==> src/rtl/bcd_display_pkg.sv <==
// Shared constants, types and segment table for the 8-digit serial display driver.
package bcd_display_pkg;

  localparam int unsigned FRAME_W    = 16;
  localparam int unsigned NUM_DIGITS = 8;
  localparam int unsigned DATA_W     = 4 * NUM_DIGITS;

  // Active-low {dp,g,f,e,d,c,b,a} for a common-anode digit; entry 0 is rightmost.
  localparam logic [15:0][7:0] SEG_LUT = {
    8'h8E, 8'h86, 8'hA1, 8'hC6, 8'h83, 8'h88, 8'h90, 8'h80,
    8'hF8, 8'h82, 8'h92, 8'h99, 8'hB0, 8'hA4, 8'hF9, 8'hC0
  };

  // Frame word as it leaves the block: segments first, so they land in the far 595.
  typedef struct packed {
    logic [7:0] seg;
    logic [7:0] sel;
  } frame_t;

  typedef enum logic [1:0] {
    LOAD,
    SHIFT,
    LATCH,
    HOLD
  } state_t;

endpackage

==> src/rtl/bcd_display_seg7_decode.sv <==
// Hex nibble to active-low 7-segment byte (dp off). Purely combinational.
//   nibble_i : hex digit 0-F
//   seg_o    : {dp,g,f,e,d,c,b,a}, 0 = segment lit
module seg7_decode
  import bcd_display_pkg::*;
(
  input  logic [3:0] nibble_i,
  output logic [7:0] seg_o
);

  assign seg_o = SEG_LUT[nibble_i];

endmodule

==> src/rtl/bcd_display.sv <==
// Scans an 8-digit multiplexed 7-segment display through two cascaded 74HC595s.
// One 16-bit frame {seg, sel} is shifted MSB first per digit slot, then latched.
// Optional: define BCD_DISPLAY_BLANK_LZ_EN to blank leading zero digits.
// Ports:
//   clk      : system clock
//   rst      : asynchronous active-low reset
//   lockdata : capture strobe, data register loads every clk it is high
//   data     : 8 hex digits, data[3:0] is digit 0 (rightmost)
//   lock595  : 595 storage latch (RCLK)
//   out595   : 595 serial data (SER)
//   clk595   : 595 shift clock (SRCLK)
module bcd_display
  import bcd_display_pkg::*;
#(
  parameter int unsigned SCLK_DIV       = 4,
  parameter int unsigned REFRESH_CYCLES = 50000
) (
  input  logic              clk,
  input  logic              rst,
  input  logic              lockdata,
  input  logic [DATA_W-1:0] data,
  output logic              lock595,
  output logic              out595,
  output logic              clk595
);

  localparam int unsigned DIV_W  = (SCLK_DIV > 1) ? $clog2(SCLK_DIV) : 1;
  localparam int unsigned SLOT_W = $clog2(REFRESH_CYCLES);
  localparam int unsigned BIT_W  = $clog2(FRAME_W);
  localparam int unsigned IDX_W  = $clog2(NUM_DIGITS);

  state_t              state_q, state_d;
  logic [DATA_W-1:0]   data_q;
  logic [IDX_W-1:0]    digit_q, digit_d;
  logic [FRAME_W-1:0]  shreg_q, shreg_d;
  logic [BIT_W-1:0]    bit_q, bit_d;
  logic [DIV_W-1:0]    div_q, div_d;
  logic [SLOT_W-1:0]   slot_q, slot_d;
  logic                out595_q, out595_d;
  logic                clk595_q, clk595_d;
  logic                lock595_q, lock595_d;

  logic [3:0]          nibble_c;
  logic [7:0]          seg_raw_c;
  logic [7:0]          seg_c;
  logic [NUM_DIGITS-1:0] sel_c;
  frame_t              frame_c;

  // Capture register; mid-frame updates only reach the next LOAD.
  always_ff @(posedge clk or negedge rst) begin
    if (!rst)          data_q <= '0;
    else if (lockdata) data_q <= data;
  end

  assign nibble_c = data_q[{digit_q, 2'b00} +: 4];

  seg7_decode u_decode (
    .nibble_i (nibble_c),
    .seg_o    (seg_raw_c)
  );

`ifdef BCD_DISPLAY_BLANK_LZ_EN
  // Blank when this digit and every digit to its left are zero; digit 0 always shows.
  logic blank_c;
  assign blank_c = (digit_q != '0) && ((data_q >> {digit_q, 2'b00}) == '0);
  assign seg_c   = blank_c ? 8'hFF : seg_raw_c;
`else
  assign seg_c   = seg_raw_c;
`endif

  assign sel_c   = NUM_DIGITS'(1) << digit_q;
  assign frame_c = '{seg: seg_c, sel: sel_c};

  // State and datapath registers.
  always_ff @(posedge clk or negedge rst) begin
    if (!rst) begin
      state_q   <= LOAD;
      digit_q   <= '0;
      shreg_q   <= '0;
      bit_q     <= '0;
      div_q     <= '0;
      slot_q    <= '0;
      out595_q  <= 1'b0;
      clk595_q  <= 1'b0;
      lock595_q <= 1'b0;
    end else begin
      state_q   <= state_d;
      digit_q   <= digit_d;
      shreg_q   <= shreg_d;
      bit_q     <= bit_d;
      div_q     <= div_d;
      slot_q    <= slot_d;
      out595_q  <= out595_d;
      clk595_q  <= clk595_d;
      lock595_q <= lock595_d;
    end
  end

  // Next-state and output logic; slot counter is zero in LOAD so the slot is exactly REFRESH_CYCLES.
  always_comb begin
    state_d   = state_q;
    digit_d   = digit_q;
    shreg_d   = shreg_q;
    bit_d     = bit_q;
    div_d     = div_q;
    slot_d    = slot_q + SLOT_W'(1);
    out595_d  = out595_q;
    clk595_d  = clk595_q;
    lock595_d = lock595_q;

    unique case (state_q)
      LOAD: begin
        shreg_d  = frame_c;
        out595_d = frame_c.seg[7];
        bit_d    = '0;
        div_d    = '0;
        clk595_d = 1'b0;
        state_d  = SHIFT;
      end
      SHIFT: begin
        if (div_q == DIV_W'(SCLK_DIV - 1)) begin
          div_d = '0;
          if (!clk595_q) begin
            clk595_d = 1'b1;
          end else begin
            // Falling edge: present the next bit, or finish and start the latch pulse.
            clk595_d = 1'b0;
            if (bit_q == BIT_W'(FRAME_W - 1)) begin
              lock595_d = 1'b1;
              state_d   = LATCH;
            end else begin
              bit_d    = bit_q + BIT_W'(1);
              shreg_d  = shreg_q << 1;
              out595_d = shreg_q[FRAME_W-2];
            end
          end
        end else begin
          div_d = div_q + DIV_W'(1);
        end
      end
      LATCH: begin
        if (div_q == DIV_W'(SCLK_DIV - 1)) begin
          div_d     = '0;
          lock595_d = 1'b0;
          state_d   = HOLD;
        end else begin
          div_d = div_q + DIV_W'(1);
        end
      end
      HOLD: begin
        if (slot_q == SLOT_W'(REFRESH_CYCLES - 1)) begin
          slot_d  = '0;
          digit_d = digit_q + IDX_W'(1);
          state_d = LOAD;
        end
      end
      default: state_d = LOAD;
    endcase
  end

  assign lock595 = lock595_q;
  assign out595  = out595_q;
  assign clk595  = clk595_q;

endmodule

==> config.mk <==
export PLATFORM = sky130hd
export DESIGN_NAME = bcd_display
export DESIGN_NICKNAME = d
export VERILOG_FILES = /design/src/rtl/bcd_display_pkg.sv /design/src/rtl/bcd_display_seg7_decode.sv /design/src/rtl/bcd_display.sv
export SDC_FILE = /design/constraint.sdc
export NUM_CORES = 1
export LEC_CHECK = 0
export BUFFER_PORTS_ARGS = -buffer_cell sky130_fd_sc_hd__buf_4
export CAP_MARGIN = 20
export CORE_ASPECT_RATIO = 1.75
export CORE_MARGIN = 3
export CORE_UTILIZATION = 25
export DETAILED_ROUTE_END_ITERATION = 6
export REMOVE_ABC_BUFFERS = 1
export SYNTH_ARGS = -nofsm -noshare
export SYNTH_HDL_FRONTEND = slang
export SYNTH_SLANG_ARGS = --single-unit
==> constraint.sdc <==
create_clock -name clk -period 3.3 [get_ports clk]
set_input_delay 0.165 -clock clk [delete_from_list [all_inputs] [get_ports clk]]
set_output_delay 0.165 -clock clk [all_outputs]
set_load 0.02 [all_outputs]
# [Yosys cells after proc, flatten, opt, wreduce, memory -nomap -nowiden]
# Memory sizes are Yosys's and may differ from the RTL's.
# Cells that the tools add are included.
# W data, S select, Z words.
[op_classes] add_sub_neg=4 mul=0 div=0 magnitude_cmp=1 eq_ne=12 shift=2 n_mux=31 n_bitwise=0 reduce_logical=10
[ops] operator="$mux W15" n=3
[ops] operator="$mux W16" n=2
[ops] operator="$shiftx A32 B6 Y4" n=1
[ops] operator="$pmux W15 S2" n=1
[ops] operator="$add A16 B1 Y16 const B" n=1
[ops] operator="$eq A16 B16 Y1 const B" n=1
[ops] operator="$mux W2" n=6
[ops] operator="$mux W4" n=3
[ops] operator="$ne A2 B2 Y1 const B" n=6
[ops] operator="$reduce_and A5 Y1" n=2
[ops] operator="$mux W1" n=9
[ops] operator="$mux W8" n=1
[ops] operator="$pmux W2 S4" n=1
[ops] operator="$pmux W4 S2" n=1
[ops] operator="$shl A1 B3 Y8 const A" n=1
[ops] operator="$eq A2 B2 Y1 const B" n=3
[ops] operator="$pmux W1 S2" n=3
[ops] operator="$reduce_bool A2 Y1" n=3
[ops] operator="$lt A4 B5 Y1 const B" n=1
[ops] operator="$add A4 B1 Y4 const B" n=1
[ops] operator="$eq A4 B4 Y1 const B" n=1
[ops] operator="$pmux W2 S2" n=1
[ops] operator="$reduce_and A2 Y1" n=2
[ops] operator="$reduce_and A4 Y1" n=1
[ops] operator="5 further kinds" n=5
[totals] reg_bits=77 latch_bits=0 ram_bits=0 rom_bits=128 in_bits=35 word_cells=71 n_memories=1
[mem_list] name="(name not given)" depth=16 width=8 rd=1 rd_ports_with_merged_regs=0 wr=0 line="bcd_display_seg7_decode.sv:11" text="assign seg_o = SEG_LUT[nibble_i];"

# [Longest topological paths before layout]
[depth] ltp_word=5 depth_mapped=9 ltp_nobuf=8

# [Cells and area by module]
# A second synthesis with hierarchy kept.
[unflattened] hier_cells=343 area_unflattened_um2=3991.3
[by_module_without_submodules] module="bcd_display" instances=1 cells_per_inst=309 area_each_um2=3704.8
[by_module_without_submodules] module="seg7_decode" instances=1 cells_per_inst=34 area_each_um2=286.5

# [Worst setup path before layout]
# OpenSTA, ideal clock, no wires.
[synth_timing] path_type="register to register" start="register digit_q[0]" end="register shreg_q[11]" setup_ps=135 arrival_time_ps=2062 setup_slack_ps=1103 path_stages_with_launch=9 period_less_slack_ps=2197 cell_sequence="dfrtp_1 > buf_6 > mux4_1 > mux2i_4 > inv_1 > ha_1 > mux2_2 > mux2i_1 > o21ai_1"
[synth_between] elab_chain_cells=4
[synth_lines] item="from (decl)" line="bcd_display.sv:34" text="logic [IDX_W-1:0] digit_q, digit_d;"
[synth_lines] item="from (signal assigned)" line="bcd_display.sv:88" text="digit_q <= digit_d;"
[synth_lines] item="$shiftx A32 B6 Y4" line="bcd_display.sv:55" text="assign nibble_c = data_q[{digit_q, 2'b00} +: 4];"
[synth_lines] item="$mem_v2 Z16 W8"
[synth_lines] item="$mux W8 (implied by the code)" line="bcd_display_seg7_decode.sv:11"
[synth_lines] item="$pmux W15 S2" line="bcd_display.sv:111" text="unique case (state_q)"
[synth_lines] item="to (signal assigned)" line="bcd_display.sv:89" text="shreg_q <= shreg_d;"
[synth_lines] item="to (decl)" line="bcd_display.sv:35" text="logic [FRAME_W-1:0] shreg_q, shreg_d;"
# Every way passes these cells. The select of a mux whose other input is x is not followed.
# A chain may end at the register's enable or synchronous reset.

# [Final worst setup path]
[layout_timing] start="register digit_q[0]" end="register shreg_q[14]"
# The elaborated chain is that of the path after synthesis.

==> results.md <==
| Item | Value |
|:---|:---|
| Run status | finished, violations left |
| Final Hold Slack | -0.05056 ns |
| Post-CTS Setup Bufs | 0 |
| Final setup fails | 0 |
| Number of nets with antenna violations after detailed routing | 0 |
| Number of distinct library cell variants in the gate-level netlist after synthesis | 42 |
| Mean instance size in the synthesized netlist | 11.95 µm² |
| Die outline height | 170.4 µm |
| Count of warnings emitted by yosys | 0 |
| Total via count after detailed routing | 2511 |
| Slowest Stage Delay on Critical Path | 0.69 ns |
| Count of clock tree sinks | 77 |
| Residual DRC | 0 |
| Period utilization | 77.84% |
| Violations in the final reports | hold timing |
| Number of hold violations in the final report | 16 |
| Data required time at the worst endpoint | 3.52 ns |
| CTS buffer count | 9 |
| Cells traversed along the worst timing path | mux4_1 -> mux2i_4 -> inv_1 -> ha_1 -> mux2i_1 -> o221ai_1 -> a22o_1 |
| Pre-CTS WS | 0.7297 ns |
| Number of search-and-repair iterations in the first detailed-routing pass | 4 |
| Worst VDD drop | 0.3073 mV |
| Netlist Area Pre-Place | 0.003859 mm² |
| Finished layout cell area | 0.004623 mm² |
| Worst-Skew Late Latency | 0.33 ns |
| Max Fclk | 389.3 MHz |
| Core area | 0.01499 mm² |
| TritonCTS clock tree | yes |
| Via density | 4.574 |
| Setup repair after global routing missed its margin | no |
| Number of input and output port buffers inserted | 37 |
| TNS Setup | 0 ns |
| Via count of the first global-routing pass | 2763 |
| Critical path start-end classification | reg2reg |
| Clock root buffer | sky130_fd_sc_hd__clkbuf_16 |
| Detailed placer's ending HPWL | 5475 µm |
| Kind of cell adding the most delay to the critical path | multiplexers |
| R2r endpoint | shreg_q[14] |
| Growth of design area from synthesis to finish | 19.81% |
| Max Buffers Root-to-Sink | 2 |
| Global-route wire length before repair | 12930 µm |
| Pwr Density | 469.8 mW/mm² |
| Max stage delay cell, worst path | sky130_fd_sc_hd__dfrtp_1 |
| Initial DRC Count | 85 |
| Transition time of the tightest slew-check pin | 0.9682 ns |
| Aggregate global-route resource usage | 9.433% |
| Share of layout cells above drive strength 1 | 26.78% |
| Initial Utilization | 25.75% |
| WL final | 7416 µm |
| Number of flip-flops and latches in the synthesized netlist | 77 |
| Final Max Tran Viols | 0 |
| Die ar. | 0.01702 mm² |
| Diode count | 0 |
| Cell row count | 59 |
| Number of antenna violations at the first check in global routing | 0 |
| Number of instances in the synthesized netlist | 323 |
| H-tree lvl count | 3 |
| Reg2reg setup slack | 0.73 ns |
| Setup Skew | 0.005651 ns |
| Average detailed-routed wire length per instance | 13.51 µm |
| Post-layout utilization of the core | 30.85% |
| Number of buffers and inverters on the critical path | 1 |
| Leakage | 2.071 nW |
| Beginning of the worst register-to-register path | digit_q[0] |
| Grt ovf | 0 |
| Post-DP Area | 0.004322 mm² |
| Clock slew at the register clock pins of the worst setup and hold paths | 0.06 ns |
| Pin count of the biggest net entering global routing | 78 |
| Worst setup EP type | register |
| Max Cap Viol | 0 |
| Worst hold-check path type | in2async |
| Launching element type of the critical path | register |
| Final worst slack | 0.7312 ns |
| # fillers | 1535 |
| Ports placed on the boundary | 38 |
| GPL Wtd Cong | 0.7694 |
| Critical Path AT | 2.79 ns |
| Crit Path Max Fanout | 11 |
| Worst Reg-to-Reg Cells | 7 |
| Chip Width | 99.92 µm |
| Slew headroom | 35.46% |
| Hold Buf Count CTS | 0 |
| Post_cts resized | 0 |
| Post-layout net count | 414 |
| Post-synthesis sequential area ratio | 49.94% |
| Time the worst path needs with I/O delays and setup | 2.569 ns |
per-stage QoR:
stage | power [mW] | std cells
2_1_floorplan | 1.126 | 310
5_1_grt | 2.260 | 549
6_report | 2.172 | 549
4_1_cts | 2.202 | 549
3_3_place_gp | 1.203 | 533
3_5_place_dp | 1.211 | 533
worst register-to-register path, cell delays in order, from the launching register on:
cell and delay, ns:
sky130_fd_sc_hd__dfrtp_1 0.69, sky130_fd_sc_hd__mux4_1 0.68, sky130_fd_sc_hd__mux2i_4 0.26, sky130_fd_sc_hd__inv_1 0.11, sky130_fd_sc_hd__ha_1 0.23, sky130_fd_sc_hd__mux2i_1 0.15
sky130_fd_sc_hd__o221ai_1 0.14, sky130_fd_sc_hd__a22o_1 0.20
synth_stat cells:
master / n / area [µm²]
sky130_fd_sc_hd__a21o_1: 1 / 7.510
sky130_fd_sc_hd__ha_1: 18 / 225.2
sky130_fd_sc_hd__nand3_1: 11 / 55.05
sky130_fd_sc_hd__and4_1: 1 / 8.760
sky130_fd_sc_hd__xor2_1: 12 / 105.1
sky130_fd_sc_hd__and3_1: 5 / 31.28
sky130_fd_sc_hd__buf_1: 5 / 18.77
sky130_fd_sc_hd__mux2_1: 5 / 56.30
sky130_fd_sc_hd__o21ai_1: 4 / 20.02
sky130_fd_sc_hd__mux2i_1: 13 / 130.1
sky130_fd_sc_hd__mux4_1: 4 / 105.1
sky130_fd_sc_hd__o21ai_2: 2 / 17.52
sky130_fd_sc_hd__buf_2: 2 / 10.01
sky130_fd_sc_hd__inv_2: 1 / 3.750
sky130_fd_sc_hd__inv_1: 11 / 41.29
sky130_fd_sc_hd__nor3b_2: 1 / 12.51
sky130_fd_sc_hd__nor4b_1: 2 / 17.52
sky130_fd_sc_hd__o21ai_0: 11 / 55.05
sky130_fd_sc_hd__o32ai_1: 1 / 8.760
sky130_fd_sc_hd__mux4_2: 4 / 90.09
sky130_fd_sc_hd__a22oi_1: 4 / 30.03
sky130_fd_sc_hd__o2bb2ai_1: 1 / 8.760
sky130_fd_sc_hd__o221ai_1: 1 / 8.760
sky130_fd_sc_hd__a22o_1: 2 / 17.52
sky130_fd_sc_hd__dfrtp_1: 77 / 1927
sky130_fd_sc_hd__o21a_1: 1 / 7.510
sky130_fd_sc_hd__a31oi_1: 2 / 12.51
sky130_fd_sc_hd__xnor2_1: 6 / 52.55
sky130_fd_sc_hd__nor4_1: 3 / 18.77
sky130_fd_sc_hd__mux2i_4: 2 / 45.04
sky130_fd_sc_hd__a21oi_1: 9 / 45.04
sky130_fd_sc_hd__nand4_1: 4 / 25.02
sky130_fd_sc_hd__buf_6: 2 / 22.52
sky130_fd_sc_hd__o22a_1: 1 / 8.760
sky130_fd_sc_hd__nor2b_1: 2 / 12.51
sky130_fd_sc_hd__nor3_1: 7 / 35.03
sky130_fd_sc_hd__mux2_2: 31 / 349.1
sky130_fd_sc_hd__o32a_2: 1 / 11.26
sky130_fd_sc_hd__and2_1: 1 / 6.260
sky130_fd_sc_hd__clkbuf_1: 4 / 15.01
sky130_fd_sc_hd__nor2_1: 21 / 78.83
sky130_fd_sc_hd__nand2_1: 27 / 101.4
kinds of logic (layout without fill, tap and decap cells):
kind of cell	after synthesis	in the layout	share of synthesized area, %
simple gates	85	85	10.44
flops	77	77	49.94
fa+ha+maj	18	18	5.837
compound gates	41	41	6.712
mux	59	59	20.10
xor+xnor	18	18	4.086
buf+inv	25	68	2.886
per-layer routing:
| metal | routed length (µm) | global-route usage [%] | vias to the layer above |
|---|---|---|---|
| li1 | - | - | 1231 |
| met1 | 2999 | 10.07 | 1231 |
| met2 | 3995 | 17.04 | 37 |
| met3 | 233 | 2.256 | 12 |
| met4 | 187 | 4.697 | 0 |
| met5 | 0 | 0 | - |
state kept, by name, indices dropped and copies added (netlist names):
name	flops
bit_q	4
clk595	1
data_q	32
digit_q	3
div_q	2
lock595	1
out595	1
shreg_q	15
slot_q	16
state_q	2
how the worst max path moves through the flow:
stage | from | end | slack, ns | cells after the start
floorplan | digit_q[0] | shreg_q[11] | 0.87 | 5
global placement | digit_q[0] | shreg_q[11] | 0.79 | 8
detailed placement | digit_q[0] | shreg_q[11] | 0.73 | 7
CTS | digit_q[0] | shreg_q[11] | 0.71 | 7
global route | digit_q[0] | shreg_q[14] | 0.57 | 8
finish | digit_q[0] | shreg_q[14] | 0.73 | 7
layout make-up:
cell class	count	area [µm²]	share of cell area (%)
sequential	77	1927	41.68
clock inverter	6	62.56	1.353
clock buffer	10	239.0	5.169
timing repair buffer	40	300.3	6.495
tap	183	229.0	4.953
multi-input combinational	221	1821	39.38
inverter	12	45.04	0.9743
layout by cell type (no fill, tap or decap), types with 2 or more instances in the layout:
cell	instances
sky130_fd_sc_hd__nor3_1	7
sky130_fd_sc_hd__buf_4	40
sky130_fd_sc_hd__a21oi_1	9
sky130_fd_sc_hd__nand3_1	11
sky130_fd_sc_hd__dfrtp_1	77
sky130_fd_sc_hd__mux2_1	5
sky130_fd_sc_hd__ha_1	18
sky130_fd_sc_hd__nor4_1	3
sky130_fd_sc_hd__a22oi_1	4
sky130_fd_sc_hd__nor4b_1	2
sky130_fd_sc_hd__o21ai_0	11
sky130_fd_sc_hd__inv_1	11
sky130_fd_sc_hd__nor2b_1	2
sky130_fd_sc_hd__clkinv_2	2
sky130_fd_sc_hd__xor2_1	12
sky130_fd_sc_hd__mux2_2	31
sky130_fd_sc_hd__mux2i_4	2
sky130_fd_sc_hd__and3_1	5
sky130_fd_sc_hd__o21ai_1	4
sky130_fd_sc_hd__nand2_1	27
sky130_fd_sc_hd__clkbuf_16	9
sky130_fd_sc_hd__clkinvlp_4	3
sky130_fd_sc_hd__mux2i_1	13
sky130_fd_sc_hd__nand4_1	4
sky130_fd_sc_hd__a31oi_1	2
sky130_fd_sc_hd__mux4_2	4
sky130_fd_sc_hd__mux4_1	4
sky130_fd_sc_hd__nor2_1	21
sky130_fd_sc_hd__xnor2_1	6
sky130_fd_sc_hd__o21ai_2	2
sky130_fd_sc_hd__a22o_1	2
power breakdown:
part	total (mW)	internal [mW]	switching [mW]
clock	0.982	0.603	0.379
combinational	0.184	0.103	0.0812
sequential	1.01	0.986	0.0204
total	2.17	1.69	0.481
No activity file was read; power rests on OpenSTA's default activity.
